--- config.mk ---
export PLATFORM = sky130hd
export DESIGN_NAME = generador_datos_texto
export DESIGN_NICKNAME = d
export VERILOG_FILES = /design/src/rtl/generador_pkg.sv /design/src/rtl/generador_datos_texto_font_rom_bin.sv /design/src/rtl/generador_datos_texto.sv
export SDC_FILE = /design/constraint.sdc
export NUM_CORES = 1
export LEC_CHECK = 0
export CAP_MARGIN = 20
export CORE_AREA = 3 3 41 43
export CTS_CLUSTER_DIAMETER = 50
export DETAILED_ROUTE_END_ITERATION = 12
export DIE_AREA = 0 0 44 46
export PLACE_DENSITY = 0.85
export SKIP_CTS_REPAIR_TIMING = 1
export SLEW_MARGIN = 30
export SYNTH_ARGS = -nofsm -noshare
export SYNTH_HDL_FRONTEND = slang
export SYNTH_SLANG_ARGS = --single-unit
--- constraint.sdc ---
create_clock -name clk -period 0.9 [get_ports clk]
set_clock_uncertainty 0.2 [all_clocks]
set_input_delay 0.09 -clock clk [delete_from_list [all_inputs] [get_ports clk]]
set_output_delay 0.09 -clock clk [all_outputs]
set_load 0.05 [all_outputs]
--- src/rtl/generador_pkg.sv ---
// Shared constants for the binary text generator:
// window origin, index widths, colours and the two-glyph font.
package generador_pkg;

    localparam logic [9:0] X0_DEF = 10'd256;
    localparam logic [9:0] Y0_DEF = 10'd224;

    localparam int CHAR_W = 3;
    localparam int ROW_W  = 4;
    localparam int COL_W  = 3;

    localparam logic [9:0] WIN_W = 10'd128;
    localparam logic [9:0] WIN_H = 10'd32;

    localparam logic [2:0] FG_RGB_DEF = 3'b111;
    localparam logic [2:0] BG_RGB_DEF = 3'b000;

    // [digit][row] -> 8-bit row, bit 7 is the leftmost column.
    // Rows are listed 15 down to 0.
    localparam logic [1:0][15:0][7:0] GLYPH = '{
        '{8'h00, 8'h00, 8'h3C, 8'h18,
          8'h18, 8'h18, 8'h18, 8'h18,
          8'h18, 8'h18, 8'h18, 8'h18,
          8'h38, 8'h18, 8'h00, 8'h00},
        '{8'h00, 8'h00, 8'h3C, 8'h42,
          8'h42, 8'h42, 8'h42, 8'h42,
          8'h42, 8'h42, 8'h42, 8'h42,
          8'h42, 8'h3C, 8'h00, 8'h00}
    };

endpackage

--- src/rtl/generador_datos_texto_font_rom_bin.sv ---
// Combinational font lookup: one 8-pixel row of glyph '0' or '1'.
module font_rom_bin
    import generador_pkg::*;
(
    input  logic             digit,
    input  logic [ROW_W-1:0] row,
    output logic [7:0]       row_bits
);

    assign row_bits = GLYPH[digit][row];

endmodule

--- src/rtl/generador_datos_texto.sv ---
// Draws the switch value as eight binary characters, 2x scaled,
// inside a fixed window; one registered pixel of latency.
module generador_datos_texto
    import generador_pkg::*;
#(
    parameter logic [9:0] X0     = X0_DEF,
    parameter logic [9:0] Y0     = Y0_DEF,
    parameter logic [2:0] FG_RGB = FG_RGB_DEF,
    parameter logic [2:0] BG_RGB = BG_RGB_DEF
) (
    input  logic       clk,
    input  logic       reset_n,
    input  logic       video_on,
    input  logic [9:0] pixel_x,
    input  logic [9:0] pixel_y,
    input  logic [7:0] switch,
    output logic [2:0] rgb_text
);

    localparam logic [9:0] X1 = X0 + WIN_W;
    localparam logic [9:0] Y1 = Y0 + WIN_H;

    logic              in_win;
    logic [5:0]        dx_half;
    logic [CHAR_W-1:0] char_idx;
    logic [COL_W-1:0]  col;
    logic [ROW_W-1:0]  row;
    logic              digit;
    logic [7:0]        row_bits;
    logic              pix_on;
    logic [2:0]        rgb_next;

    assign in_win = (pixel_x >= X0) && (pixel_x < X1) &&
                    (pixel_y >= Y0) && (pixel_y < Y1);

    // Halving the offsets gives the 2x scale for free.
    assign dx_half  = 6'((pixel_x - X0) >> 1);
    assign row      = 4'((pixel_y - Y0) >> 1);
    assign char_idx = dx_half[5:3];
    assign col      = dx_half[2:0];

    // Character 0 shows switch[7]; 7-n == ~n for 3 bits.
    assign digit = switch[~char_idx];

    font_rom_bin u_font (
        .digit    (digit),
        .row      (row),
        .row_bits (row_bits)
    );

    assign pix_on = row_bits[~col];

    always_comb begin
        rgb_next = 3'b000;
        if (video_on) begin
            rgb_next = (in_win && pix_on) ? FG_RGB : BG_RGB;
        end
    end

    always_ff @(posedge clk or negedge reset_n) begin
        if (!reset_n) begin
            rgb_text <= 3'b000;
        end else begin
            rgb_text <= rgb_next;
        end
    end

endmodule

After elaboration in Yosys (flattened, before gate mapping)
Index checks and enable logic that the tools add are counted.
{"block": "word_totals", "inputBits": 31, "regBits": 3, "output_inout_bits": 3}
{"block": "op_classes", "mux": 10, "n_bitwise": 2, "n_reduce_logical": 4, "magnitude_cmp": 8, "addsub": 2}
{"op": "two-way mux 128 bit", "n": 1}
{"op": "two-way mux 103 bit", "n": 1}
{"op": "binary-select mux 8 bit (select 4 bit)", "n": 1}
{"op": "< comparator 10 x 9 -> 1 bit, second input constant", "n": 2}
{"op": "greater-or-equal comparator 10 x 8 -> 1 bit, second input constant", "n": 1}
{"op": "greater-or-equal comparator 10 x 9 -> 1 bit, second input constant", "n": 1}
{"op": "< comparator 3 x 4 -> 1 bit, second input constant", "n": 2}
{"op": "two-way mux 8 bit", "n": 1}
{"op": "subtractor 7 x 1 -> 7 bit, second input constant", "n": 1}
{"op": "binary-select mux 1 bit (select 3 bit)", "n": 2}
{"op": "two-way mux 3 bit", "n": 2}
{"op": "NOT 3 bit", "n": 2}
{"op": "< comparator 4 x 5 -> 1 bit, second input constant", "n": 1}
{"op": "subtractor 5 x 1 -> 5 bit, second input constant", "n": 1}
{"op": "logical AND 1 bit", "n": 4}
{"op": "< comparator 1 x 2 -> 1 bit, second input constant", "n": 1}
{"op": "two-way mux 1 bit", "n": 2}

Logic depth before layout (Yosys ltp)
{"block": "depth", "ltp_word": 13, "depth_mapped": 8, "depth_no_buf": 8}

Modules after synthesis
Synthesis repeated with hierarchy kept, for this count alone.
{"block": "unflattened", "hier_cells": 43, "hier_area_um2": 402.9}
{"module": "generador_datos_texto", "cells_per_inst": 20, "seq_area_each_um2": 25.0, "n_inst": 1, "area_each_um2": 210.2}
{"module": "font_rom_bin", "cells_per_inst": 23, "seq_area_each_um2": 0.0, "n_inst": 1, "area_each_um2": 192.7}

Worst setup path before layout
No wires, ideal clock.
{"block": "synth_path", "kind": "input to register", "startpoint": "input port pixel_x[4]", "endpoint": "register rgb_text[1]", "path_buffers": 0, "setup_time_ps": 84, "required_ps": 616, "t_arrival_ps": 2157, "slack_ps": -1541, "path_stages": 8, "path_cell_list": "mux4_1 -> mux2i_4 -> ha_1 -> or2b_1 -> a31oi_1 -> a21oi_2 -> or3b_1 -> a41oi_2"}
{"block": "synth_via", "elab_chain_cells": 13, "elab_cells_between_ends": 18, "cone_classes": "add/sub: 1; order compare: 2; mux: 10; bitwise: 1; reduce/logical: 4"}
{"item": "start, declared", "line": "generador_datos_texto.sv:14", "rtl": "input logic [9:0] pixel_x,"}
{"item": "subtractor 7 x 1 -> 7 bit", "line": "generador_datos_texto.sv:37", "rtl": "assign dx_half = 6'((pixel_x - X0) >> 1);"}
{"item": "NOT 3 bit", "line": "generador_datos_texto.sv:43", "rtl": "assign digit = switch[~char_idx];"}
{"item": "binary-select mux 1 bit (select 3 bit)", "line": "generador_datos_texto.sv:43"}
{"item": "two-way mux 1 bit (implied by the code)", "line": "generador_datos_texto.sv:43"}
{"item": "two-way mux 103 bit (implied by the code)", "line": "generador_datos_texto_font_rom_bin.sv:10", "rtl": "assign row_bits = GLYPH[digit][row];"}
{"item": "two-way mux 128 bit (implied by the code)", "line": "generador_datos_texto_font_rom_bin.sv:10"}
{"item": "binary-select mux 8 bit (select 4 bit)", "line": "generador_datos_texto_font_rom_bin.sv:10"}
{"item": "two-way mux 8 bit (implied by the code)", "line": "generador_datos_texto_font_rom_bin.sv:10"}
{"item": "binary-select mux 1 bit (select 3 bit)", "line": "generador_datos_texto.sv:51", "rtl": "assign pix_on = row_bits[~col];"}
{"item": "two-way mux 1 bit (implied by the code)", "line": "generador_datos_texto.sv:51"}
{"item": "logical AND 1 bit (*)", "line": "generador_datos_texto.sv:56", "rtl": "rgb_next = (in_win && pix_on) ? FG_RGB : BG_RGB;"}
{"item": "two-way mux 3 bit (*)", "line": "generador_datos_texto.sv:56"}
{"item": "two-way mux 3 bit (*)", "line": "generador_datos_texto.sv:55", "rtl": "if (video_on) begin"}
{"item": "end signal, assigned", "line": "generador_datos_texto.sv:64", "rtl": "rgb_text <= rgb_next;"}
{"item": "end, declared", "line": "generador_datos_texto.sv:17", "rtl": "output logic [2:0] rgb_text"}
Every way passes the cells marked *; elsewhere a longest branch is shown, timed or not. The select of a mux whose other input is x is not followed.

Final worst setup path
Same ends and word-level chain as after synthesis.

==> reports/results.txt <==
By area the synthesized netlist is led by sky130_fd_sc_hd__mux4_1 12%, sky130_fd_sc_hd__ha_1 11%, sky130_fd_sc_hd__dfrtp_1 5.6%, sky130_fd_sc_hd__buf_6 5.0%, sky130_fd_sc_hd__mux2i_4 5.0%. The run gives 408 MHz as the fmax. The run finished, with violations left. The run gives 73.0% as the relative slew slack. In this run the remaining antenna-violating nets after routing total 0. The floorplan step defined a die boundary enclosing 2020 µm². The count of antenna diodes in the layout is 0, and the final worst-path cycle share is 273%. The number of DRC violations after detailed-routing iteration 0 came out at 0. The setup TNS is -1.68 ns.

The clock-pin slew of the registers on the worst-case setup and hold paths came out at 0 ns. The flip-flop and latch count after synthesis is 1. The number of slew-limit violations in the final report is 0. In the final routed layout, each cell accounts on average for 13.7 µm. The largest registers in the layout are rgb_text (1).

The max-cap violation count is 0, and the number of buffers and inverters on the critical path is 1. The post-detailed-route DRC marker count was 0; the combined global-route utilization of all metal layers was 13.7%. The final-stage net count was 129. The area overhead of the layout relative to synthesis is 104%. The largest register by flop count was rgb_text.

The library cell used most frequently in the layout, excluding fill and tap cells, is sky130_fd_sc_hd__clkdlybuf4s50_1. The worst setup path is captured at a flip-flop. Wires add up to 1.47 mm.

Cells with a size suffix above 1 make up 40.2% of the layout. Entering global routing, the biggest net connects 7 pins. The region available for standard cell placement spans 1330 µm². Leaving out fill and tap cells, the most frequent cells in the layout are 18 x sky130_fd_sc_hd__clkdlybuf4s50_1, 14 x sky130_fd_sc_hd__buf_4, 5 x sky130_fd_sc_hd__clkbuf_2. Setup repair after global routing could not meet its margin everywhere. After detailed placement, the design holds a cell count of 106. Among all stages on the critical path, the largest delay is contributed by sky130_fd_sc_hd__mux4_2. After synthesis, the netlist uses 32 different library cells. In this run the core area contains 13 standard-cell rows. The final-layout fill cell count was 111; the part of the Yosys area used for sequential elements was 5.57%.

The overall power consumption was 0.421 mW. The run gives 1.25 mm as the half-perimeter wire length of the detailed placement result. Counting every net in the synthesized netlist gives 85. The routed design could run at a clock period as short as 2.45 ns. The final reports fail on negative setup slack.

The run gives 556 as the via count of the first global-routing pass. The final-layout worst hold slack is 0.0396 ns, and the top-level port count is 34. Critical setup path kind: in -> reg. The first global-routing pass estimated 2.17 mm of wire.

The critical path data arrival time is 2.17 ns, and the share of the synthesized area in the top cell type is 11.7%. The run gives 33.7% as the initial standard-cell utilization of the core. The worst IR drop on VDD is 0.000200 V, and the aggregate global routing overflow is 0. For the final worst setup slack, the log shows -1.55 ns. In this run the power density over the cells is 458 nW/µm². For this run, the number of Yosys warnings is 0. Of all nets on the critical path, the largest fanout is 3.

The critical path launch point type is an input pin. The post-route non-filler standard cell count is 107, and the average via count per standard cell is 5.21. Before CTS, the worst setup slack after placement is -1.99 ns. The die is 46 µm tall. sky130_fd_sc_hd__mux4_1 takes more of the synthesized area than any other cell. At the pin with the least slew margin, the transition time is 0.404 ns.

Top cell family by delay on the critical path: multiplexers. The final-report hold violation count is 0, and the number of antenna violations at the first check in global routing is 0. The synthesized netlist occupies a cell area of 449 µm². Summed over all cells, the static leakage comes to 0.404 nW. The path class of the tightest hold or removal check is in -> async. Buffers placed on the I/O ports in this run total 31. Weighted congestion reported at the end of routability-driven placement: 0.867. The detailed-route via count is 558, and the largest stage delay on the critical path is 0.53 ns. The worst endpoint required time was 0.61 ns; the flip-flop count of the largest register, all copies and words added was 1.

Number of detailed-routing iterations run before antenna repair: 1. Synthesized netlist cell count: 50. The signal on the critical path passes through buf_8 -> mux4_2 -> mux2i_4 -> ha_2 -> or2b_1 -> a31oi_2 -> a21oi_2 -> or3b_1 -> a41oi_2. The per-instance average area after synthesis was 8.98 µm². Setup violations remaining at the end of the flow were counted as 4. The die span in x came out at 44 µm.
==> Yosys cell counts <==
cell,number
sky130_fd_sc_hd__a211oi_1,1
sky130_fd_sc_hd__a21oi_1,2
sky130_fd_sc_hd__a21oi_2,1
sky130_fd_sc_hd__a22o_1,1
sky130_fd_sc_hd__a31oi_1,2
sky130_fd_sc_hd__a41oi_2,1
sky130_fd_sc_hd__and2b_1,1
sky130_fd_sc_hd__and3_2,1
sky130_fd_sc_hd__and4b_1,1
sky130_fd_sc_hd__buf_4,2
sky130_fd_sc_hd__buf_6,2
sky130_fd_sc_hd__dfrtp_1,1
sky130_fd_sc_hd__ha_1,4
sky130_fd_sc_hd__inv_1,4
sky130_fd_sc_hd__mux2i_4,1
sky130_fd_sc_hd__mux4_1,2
sky130_fd_sc_hd__nand2_1,3
sky130_fd_sc_hd__nand3b_1,1
sky130_fd_sc_hd__nand4_1,1
sky130_fd_sc_hd__nand4b_1,1
sky130_fd_sc_hd__nor2_1,2
sky130_fd_sc_hd__nor3b_1,2
sky130_fd_sc_hd__nor4b_1,1
sky130_fd_sc_hd__nor4bb_1,1
sky130_fd_sc_hd__o21ai_0,3
sky130_fd_sc_hd__o21bai_1,1
sky130_fd_sc_hd__o2bb2ai_1,2
sky130_fd_sc_hd__o31a_1,1
sky130_fd_sc_hd__o41ai_1,1
sky130_fd_sc_hd__or2b_1,1
sky130_fd_sc_hd__or3b_1,1
sky130_fd_sc_hd__xor2_1,1
==> routing by layer <==
metal / up-vias / wire [µm] / GRT usage, %
li1: 276 / - / -
met1: 258 / 510 / 12.5
met2: 22 / 836 / 30.5
met3: 2 / 104 / 1.58
met4: 0 / 14 / 3.01
met5: - / 0 / 0
==> worst max-delay path by stage <==
stage / to / cells after the start / slack (ns) / start
after global placement: rgb_text[1]$_DFF_PN0_ / 10 / -1.86 / pixel_x[4]
after detailed placement: rgb_text[1]$_DFF_PN0_ / 9 / -1.99 / pixel_x[4]
after floorplan: rgb_text[1]$_DFF_PN0_ / 8 / -1.40 / pixel_x[4]
after global routing: rgb_text[1]$_DFF_PN0_ / 9 / -1.62 / pixel_x[4]
after CTS: rgb_text[1]$_DFF_PN0_ / 9 / -1.98 / pixel_x[4]
final: rgb_text[1]$_DFF_PN0_ / 9 / -1.55 / pixel_x[4]
==> cell families (layout without fill, tap and decap cells) <==
group,Yosys count,count (layout),synth area share (%)
compound gates,16,16,27.0
xor+xnor,1,1,1.95
fa+ha+maj,4,4,11.1
buf+inv,8,50,11.7
flops,1,1,5.57
mux,3,3,16.7
simple gates,17,17,25.9
==> layout make-up <==
type	count	area, µm²	share of cell area, %
sequential	1	25.0	2.72
tap	15	18.8	2.04
multi-input combinational	41	413	45.0
inverter	4	15.0	1.63
timing repair buffer	46	447	48.6
==> stage by stage <==
stage	instance area [µm²]	utilization (%)
after floorplan	444	-
after global placement	871	65.3
after detailed placement	871	65.3
after CTS	871	65.3
after global routing	918	68.9
final	918	68.9
==> report_power, final <==
part | internal, mW | total (mW) | switching, mW
registers | 0.0458 | 0.0459 | 0.0000918
clock network | 0 | 0 | 0
logic | 0.233 | 0.375 | 0.142
Note: power is estimated with default switching activity, not from simulation.
